[config.mk]
export PLATFORM = sky130hd
export DESIGN_NAME = demux1a2_dosbits
export DESIGN_NICKNAME = d
export VERILOG_FILES = /design/src/rtl/demux_pkg.sv /design/src/rtl/demux_lane_reg.sv /design/src/rtl/demux1a2_dosbits.sv
export SDC_FILE = /design/constraint.sdc
export NUM_CORES = 1
export LEC_CHECK = 0
export CAP_MARGIN = 20
export CORE_AREA = 2 2 39 41
export CTS_CLUSTER_DIAMETER = 80
export CTS_CLUSTER_SIZE = 12
export DETAILED_ROUTE_END_ITERATION = 16
export DIE_AREA = 0 0 41 43
export GPL_TIMING_DRIVEN = 1
export SLEW_MARGIN = 20
export SYNTH_ARGS = -nofsm -noshare
export SYNTH_HDL_FRONTEND = slang
export SYNTH_SLANG_ARGS = --single-unit
[constraint.sdc]
create_clock -name clk -period 2.9 [get_ports clk]
set_clock_uncertainty 0.15 [all_clocks]
set_input_delay 0.29 -clock clk [delete_from_list [all_inputs] [get_ports clk]]
set_output_delay 0.29 -clock clk [all_outputs]
set_load 0.02 [all_outputs]
[src/rtl/demux_pkg.sv]
// Shared constants for the 1-to-2 two-bit demultiplexer slice.
package demux_pkg;

  localparam int unsigned WIDTH = 2;

  localparam bit LANE0 = 1'b0;
  localparam bit LANE1 = 1'b1;

  localparam bit MODE_EXT = 1'b0;
  localparam bit MODE_ALT = 1'b1;

endpackage

[src/rtl/demux_lane_reg.sv]
// One-entry output register for a demux lane: holds a word until the consumer takes it.
module demux_lane_reg #(
  parameter int unsigned WIDTH = 2
) (
  input  logic             clk,
  input  logic             reset_L,
  input  logic             load,
  input  logic             ready,
  input  logic [WIDTH-1:0] data_in,
  output logic             can_accept,
  output logic             valid,
  output logic [WIDTH-1:0] data
);

  logic             valid_q, valid_d;
  logic [WIDTH-1:0] data_q, data_d;

  assign can_accept = !valid_q || ready;
  assign valid      = valid_q;
  assign data       = data_q;

  // A load wins over a drain so a full lane can be refilled in the cycle it empties.
  always_comb begin
    valid_d = valid_q;
    data_d  = data_q;
    if (load) begin
      valid_d = 1'b1;
      data_d  = data_in;
    end else if (valid_q && ready) begin
      valid_d = 1'b0;
    end
  end

  always_ff @(posedge clk or negedge reset_L) begin
    if (!reset_L) begin
      valid_q <= 1'b0;
      data_q  <= '0;
    end else begin
      valid_q <= valid_d;
      data_q  <= data_d;
    end
  end

endmodule

[src/rtl/demux1a2_dosbits.sv]
// Registered 1-to-2 demux: steers each accepted word to lane 0 or lane 1 by an
// alternating internal selector or by the external selector input.
module demux1a2_dosbits #(
  parameter int unsigned WIDTH    = demux_pkg::WIDTH,
  parameter bit          MODE_ALT = demux_pkg::MODE_ALT
) (
  input  logic             clk,
  input  logic             reset_L,
  input  logic             selector,
  input  logic             valid_in,
  input  logic [WIDTH-1:0] data_in,
  output logic             ready_in,
  output logic             valid_out0,
  output logic             valid_out1,
  output logic [WIDTH-1:0] data_out0,
  output logic [WIDTH-1:0] data_out1,
  input  logic             ready0,
  input  logic             ready1
);

  import demux_pkg::*;

  logic sel_q, sel_d;
  logic sel_eff;
  logic can_accept0, can_accept1;
  logic accept;
  logic load0, load1;

  assign sel_eff  = (MODE_ALT == demux_pkg::MODE_EXT) ? selector : sel_q;
  assign ready_in = (sel_eff == LANE1) ? can_accept1 : can_accept0;
  assign accept   = valid_in && ready_in;
  assign load0    = accept && (sel_eff == LANE0);
  assign load1    = accept && (sel_eff == LANE1);

  // Toggles in both modes; only the alternating mode looks at it.
  always_comb begin
    sel_d = sel_q;
    if (accept) begin
      sel_d = !sel_q;
    end
  end

  always_ff @(posedge clk or negedge reset_L) begin
    if (!reset_L) begin
      sel_q <= 1'b0;
    end else begin
      sel_q <= sel_d;
    end
  end

  demux_lane_reg #(
    .WIDTH (WIDTH)
  ) u_lane0 (
    .clk        (clk),
    .reset_L    (reset_L),
    .load       (load0),
    .ready      (ready0),
    .data_in    (data_in),
    .can_accept (can_accept0),
    .valid      (valid_out0),
    .data       (data_out0)
  );

  demux_lane_reg #(
    .WIDTH (WIDTH)
  ) u_lane1 (
    .clk        (clk),
    .reset_L    (reset_L),
    .load       (load1),
    .ready      (ready1),
    .data_in    (data_in),
    .can_accept (can_accept1),
    .valid      (valid_out1),
    .data       (data_out1)
  );

endmodule

==> results of run 1 <==
[power groups by stage]
stage,Combinational [mW],Sequential [mW],Clock [mW]
5_1_grt,0.231,0.170,0.0971
6_report,0.217,0.165,0.0876
3_3_place_gp,0.218,0.166,0
2_1_floorplan,0.0777,0.207,0
4_1_cts,0.220,0.165,0.0902
3_5_place_dp,0.220,0.163,0
[flip-flops by register name, indices dropped and copies added (netlist names)]
name,count
sel_eff,1
u_lane0.data,2
u_lane0.valid,1
u_lane1.data,2
u_lane1.valid,1
[final cells by class]
type,instances,area (um2)
Sequential cell,7,175
Fill cell,142,891
Tap cell,16,20.0
Clock buffer,4,26.3
Multi-Input combinational cell,16,141
Timing Repair Buffer,13,130
[layout by cell type (no fill, tap or decap), drive strengths merged]
master,instances
nor2,3
clkdlybuf4s50,13
a21oi,2
nand2b,2
dfrtp,7
mux2,4
nand2,2
clkbuf,4
or2b,1
nor2b,2
[critical path: cells and delay by family]
family	cells	cell delay, ns
AO/OA/AOI/OAI	1	0.11
AND/OR/NAND/NOR	2	0.17
buffers and inverters	2	1.07
[cells in the mapped netlist]
library cell	n	share of area
dfrtp_1	7	0.55
nand2_1	2	0.024
mux2_4	2	0.095
nor2_1	2	0.024
nor2b_2	1	0.028
or2b_1	1	0.024
nor2b_4	1	0.043
nand2b_4	2	0.087
mux2_2	2	0.071
nor2_2	1	0.020
a21oi_1	2	0.032
[metal layers]
metal	global-route usage	wire length [um]	up-vias
li1	-	-	108
met1	0.112	286	98
met2	0.0938	213	14
met3	0.0314	85	0
met4	0.0600	0	0
met5	0	0	-
[how the worst min path moves through the flow]
| stage | start | slack [ns] | endpoint |
|---|---|---|---|
| 2_1_floorplan | reset_L | -0.16 | sel_eff |
| 3_3_place_gp | u_lane1.data[0] | 0.35 | u_lane1.data[0] |
| 3_5_place_dp | u_lane0.data[0] | 0.34 | u_lane0.data[0] |
| 4_1_cts | reset_L | 0.16 | u_lane1.valid |
| 5_1_grt | reset_L | 0.18 | u_lane1.valid |
| 6_report | reset_L | 0.15 | sel_eff |
[stage by stage]
stage | hold slack [ns] | power, mW | setup WS (ns) | instance area (um2)
2_1_floorplan | -0.156 | 0.285 | 1.47 | 317
3_3_place_gp | 0.353 | 0.384 | 0.808 | 467
3_5_place_dp | 0.344 | 0.383 | 0.833 | 467
4_1_cts | 0.158 | 0.475 | 0.814 | 493
5_1_grt | 0.184 | 0.498 | 0.750 | 493
6_report | 0.151 | 0.470 | 0.821 | 493
[logic make-up after synthesis]
family | count (synthesis) | synth area share
AO/OA/AOI/OAI | 2 | 0.0316
flip-flops | 7 | 0.553
multiplexers | 4 | 0.166
AND/OR/NAND/NOR | 10 | 0.249
==> metrics.txt, run 1 <==
status complete, no violations; most used cell, CP clkdlybuf4s50_1; Worst Setup End Kind output port; die outline height 43 um; 1st-iter DRT viols 2; Sw Pwr 0.155 mW; Seq/Total Area, Yosys 0.553; Max Cap Viol 0; Die Wd 41 um; first-pass iteration count of the detailed router 2; max incr delay on CP 0.61 ns; Worst R2R Start u_lane1.valid; Synth Cell Area 317 um2; nets 49; Seq pwr share 0.351; largest net degree at the start of global routing 8; Netlist cell types 11; Req. time, crit path 2.46 ns; critical path class in -> out; Pwr per Cell Area 953 mW/mm2; Max IR drop VDD 0.000455 V; Congestion Overflow GR 0; routability congestion estimate from global placement 0.582; synthesized netlist cell count 23; Slew Limit Fails 0; drt wl/cell 10.4 um; post-route clock period utilization 0.717; CP Capture Point ready_in; number of synthesis warnings 0; fmax 481 MHz; Ports 15; hpwl dp 429 um; Final min period 2.08 ns; CTS tree built; worst-skew pair later-pin latency 0.25 ns; Sink Count 7; share of cells above drive strength 1 0.300; DRC Markers 0; Comb power frac 0.462; final wirelength 585 um; fin util 0.356; Die ar. 0.00176 mm2; Sw Share 0.329; slowest CP cell clkdlybuf4s50_1; routed via count 220; PortBufs 13; worst reg2reg path depth 3; num rows 14; Relative slew margins 0.785; reg2reg end u_lane1.data[0]; final hold vios 0; worst hold path type in -> async; Setup Fix Bufs, Post-CTS 0; Post-DRT Antenna Nets 0; H-Tree Depth 1; cts repair resizes 0; Clock transition at path regs 0.05 ns; CTS Buf Count 3; vias in the first global route 222; setup TNS 0 ns; Clock power frac 0.187; Root Buffer clkbuf_4; Worst setup startpoint ready0; DR vias/cell 3.93; Initial Utilization 0.229; CTS hold repair buffers 0; Crit Path Max Fanout 4; antenna violations before repair 0; Final Setup Violations 0; P_int 0.315 mW; Core ar. 0.00138 mm2; global-route wire length before repair 890 um; Startpoint Class input port; Synth Net Count 31; synthesized flop and latch total 7; Leakage 0.222 nW; WP data arrival 1.64 ns; final non-filler cell total 56; R2R Setup Slk 1.59 ns; worst-margin pin slew 0.322 ns; dpl cells 52; synthesized area per cell 13.8 um2; clock tree buffer depth 2; CP Cell Sequence clkdlybuf4s50_1 > nand2b_4 > nor2_1 > a21oi_1 > clkdlybuf4s50_1; RSZ-0062 raised after global routing no; area growth from synthesis to layout 55.7%; ANT cells 0; gr usage total 0.0800
Power figures use the tool's default switching activity.
==> run 2, diff against run 1 <==
==> constraint.sdc (replaced) <==
create_clock -name clk -period 2.1 [get_ports clk]
set_clock_uncertainty 0.15 [all_clocks]
set_input_delay 0.21 -clock clk [delete_from_list [all_inputs] [get_ports clk]]
set_output_delay 0.21 -clock clk [all_outputs]
set_load 0.02 [all_outputs]
==> run 2 against run 1 <==
Die area stayed put. Global-route usage is 0.20 points higher. Sequential power is 38% higher. Clock power is 35% higher. Cell count stayed put. Combinational power is 38% higher. Critical path type unchanged. Critical endpoint unchanged.
==> metrics.txt, run 2 (synthesis gave the netlist of run 1 again) <==
DRC Markers 0 (unchanged); Root Buffer clkbuf_4; Final Setup Violations 0 (unchanged); Setup Fix Bufs, Post-CTS 0 (unchanged); H-Tree Depth 1 (unchanged); hpwl dp 431 um (+0.61%); Core ar. 0.00138 mm2 (unchanged); cts repair resizes 0 (unchanged); final wirelength 571 um (-2.4%); Leakage 0.222 nW (unchanged); share of cells above drive strength 1 0.300 (unchanged); Pwr per Cell Area 1310 mW/mm2 (+37%); Final min period 1.93 ns; worst-margin pin slew 0.324 ns (+0.00142 ns); Ports 15 (unchanged); final non-filler cell total 56 (unchanged); gr usage total 0.0820 (+0.00202); critical path class in -> out; DR vias/cell 3.93 (unchanged); routability congestion estimate from global placement 0.582 (about the same); WP data arrival 1.57 ns (-0.07 ns); status complete, no violations; Clock transition at path regs 0.05 ns (about the same); CTS tree built; nets 49 (unchanged); Worst Setup End Kind output port; RSZ-0062 raised after global routing no; Crit Path Max Fanout 4 (unchanged); num rows 14 (unchanged); Req. time, crit path 1.74 ns (-0.72 ns); routed via count 220 (unchanged); area growth from synthesis to layout 55.7% (unchanged); final hold vios 0 (unchanged); ANT cells 0 (unchanged); CTS Buf Count 3 (unchanged); worst-skew pair later-pin latency 0.25 ns (about the same); drt wl/cell 10.2 um (-2.4%); Initial Utilization 0.229 (unchanged); first-pass iteration count of the detailed router 2 (unchanged); largest net degree at the start of global routing 8 (unchanged); most frequent cells in the layout clkdlybuf4s50_1, dfrtp_1, clkbuf_4; Slew Limit Fails 0 (unchanged); Max Cap Viol 0 (unchanged); commonest non-fill, non-tap cell in the layout clkdlybuf4s50_1; dpl cells 52 (unchanged); CTS hold repair buffers 0 (unchanged); flip-flop and latch area 175 um2 (unchanged); Die ar. 0.00176 mm2 (unchanged); Post-DRT Antenna Nets 0 (unchanged); Sink Count 7 (unchanged); Relative slew margins 0.784 (-0.000952); Max IR drop VDD 0.000623 V (+37%); PortBufs 13 (unchanged); antenna violations before repair 0 (unchanged); 1st-iter DRT viols 2 (unchanged); post-route clock period utilization 0.918; Congestion Overflow GR 0 (unchanged); vias in the first global route 222 (unchanged); setup TNS 0 ns (unchanged); Multi-input gate area 141 um2 (unchanged); Fillers 148 (+4.2%); Die Wd 41 um (unchanged); fmax 519 MHz; worst hold path type in -> async; Startpoint Class input port; global-route wire length before repair 917 um (+3.0%); die outline height 43 um (unchanged); clock tree buffer depth 2 (unchanged)
-- run 2: metrics by stage --
stage / cell area, um2 / hold slack (ns) / total power, mW / util / worst slack (ns)
final: 493 / 0.0750 / 0.646 / 0.356 / 0.173
after CTS: 493 / 0.0803 / 0.657 / 0.356 / 0.163
after detailed placement: 467 / 0.344 / 0.529 / 0.337 / 0.178
after floorplan: 317 / -0.236 / 0.394 / - / 0.732
after global routing: 493 / 0.106 / 0.689 / 0.356 / 0.123
after global placement: 467 / 0.348 / 0.530 / 0.337 / 0.168
-- run 2: metal layers --
metal  global-route usage  share of wire
met2               0.0938           0.38
met5                    0              0
met4               0.0600              0
met3               0.0314           0.12
met1                0.119           0.50
-- run 2: power breakdown --
part / internal (mW) / total, mW / switching (mW)
logic: 0.172 / 0.300 / 0.129
registers: 0.191 / 0.227 / 0.0368
clock network: 0.0722 / 0.118 / 0.0455
-- run 2: cell type report --
| class | instances | area share |
|---|---|---|
| Clock buffer | 4 | 0.0533 |
| Multi-Input combinational cell | 16 | 0.287 |
| Sequential cell | 7 | 0.355 |
| Tap cell | 16 | 0.0406 |
| Timing Repair Buffer | 13 | 0.264 |
-- run 2: worst max-delay path, stage by stage --
cell,delay [ns]
clkdlybuf4s50_1,0.46
nand2b_4,0.13
nor2_1,0.04
a21oi_1,0.12
clkdlybuf4s50_1,0.61
-- run 2: worst paths after layout --
check	slack, ns	end	cells past startpoint	from
worst max-delay path	0.17	ready_in	5	ready0
worst min-delay path	0.07	sel_eff	1	reset_L
worst max register to register	0.79	u_lane1.data[0]	3	u_lane1.valid
worst min register to register	0.36	u_lane1.data[0]	1	u_lane1.data[0]
max in group asynchronous	1.48	u_lane0.data[0]	1	reset_L
min in group clk	0.36	u_lane1.data[0]	1	u_lane1.data[0]
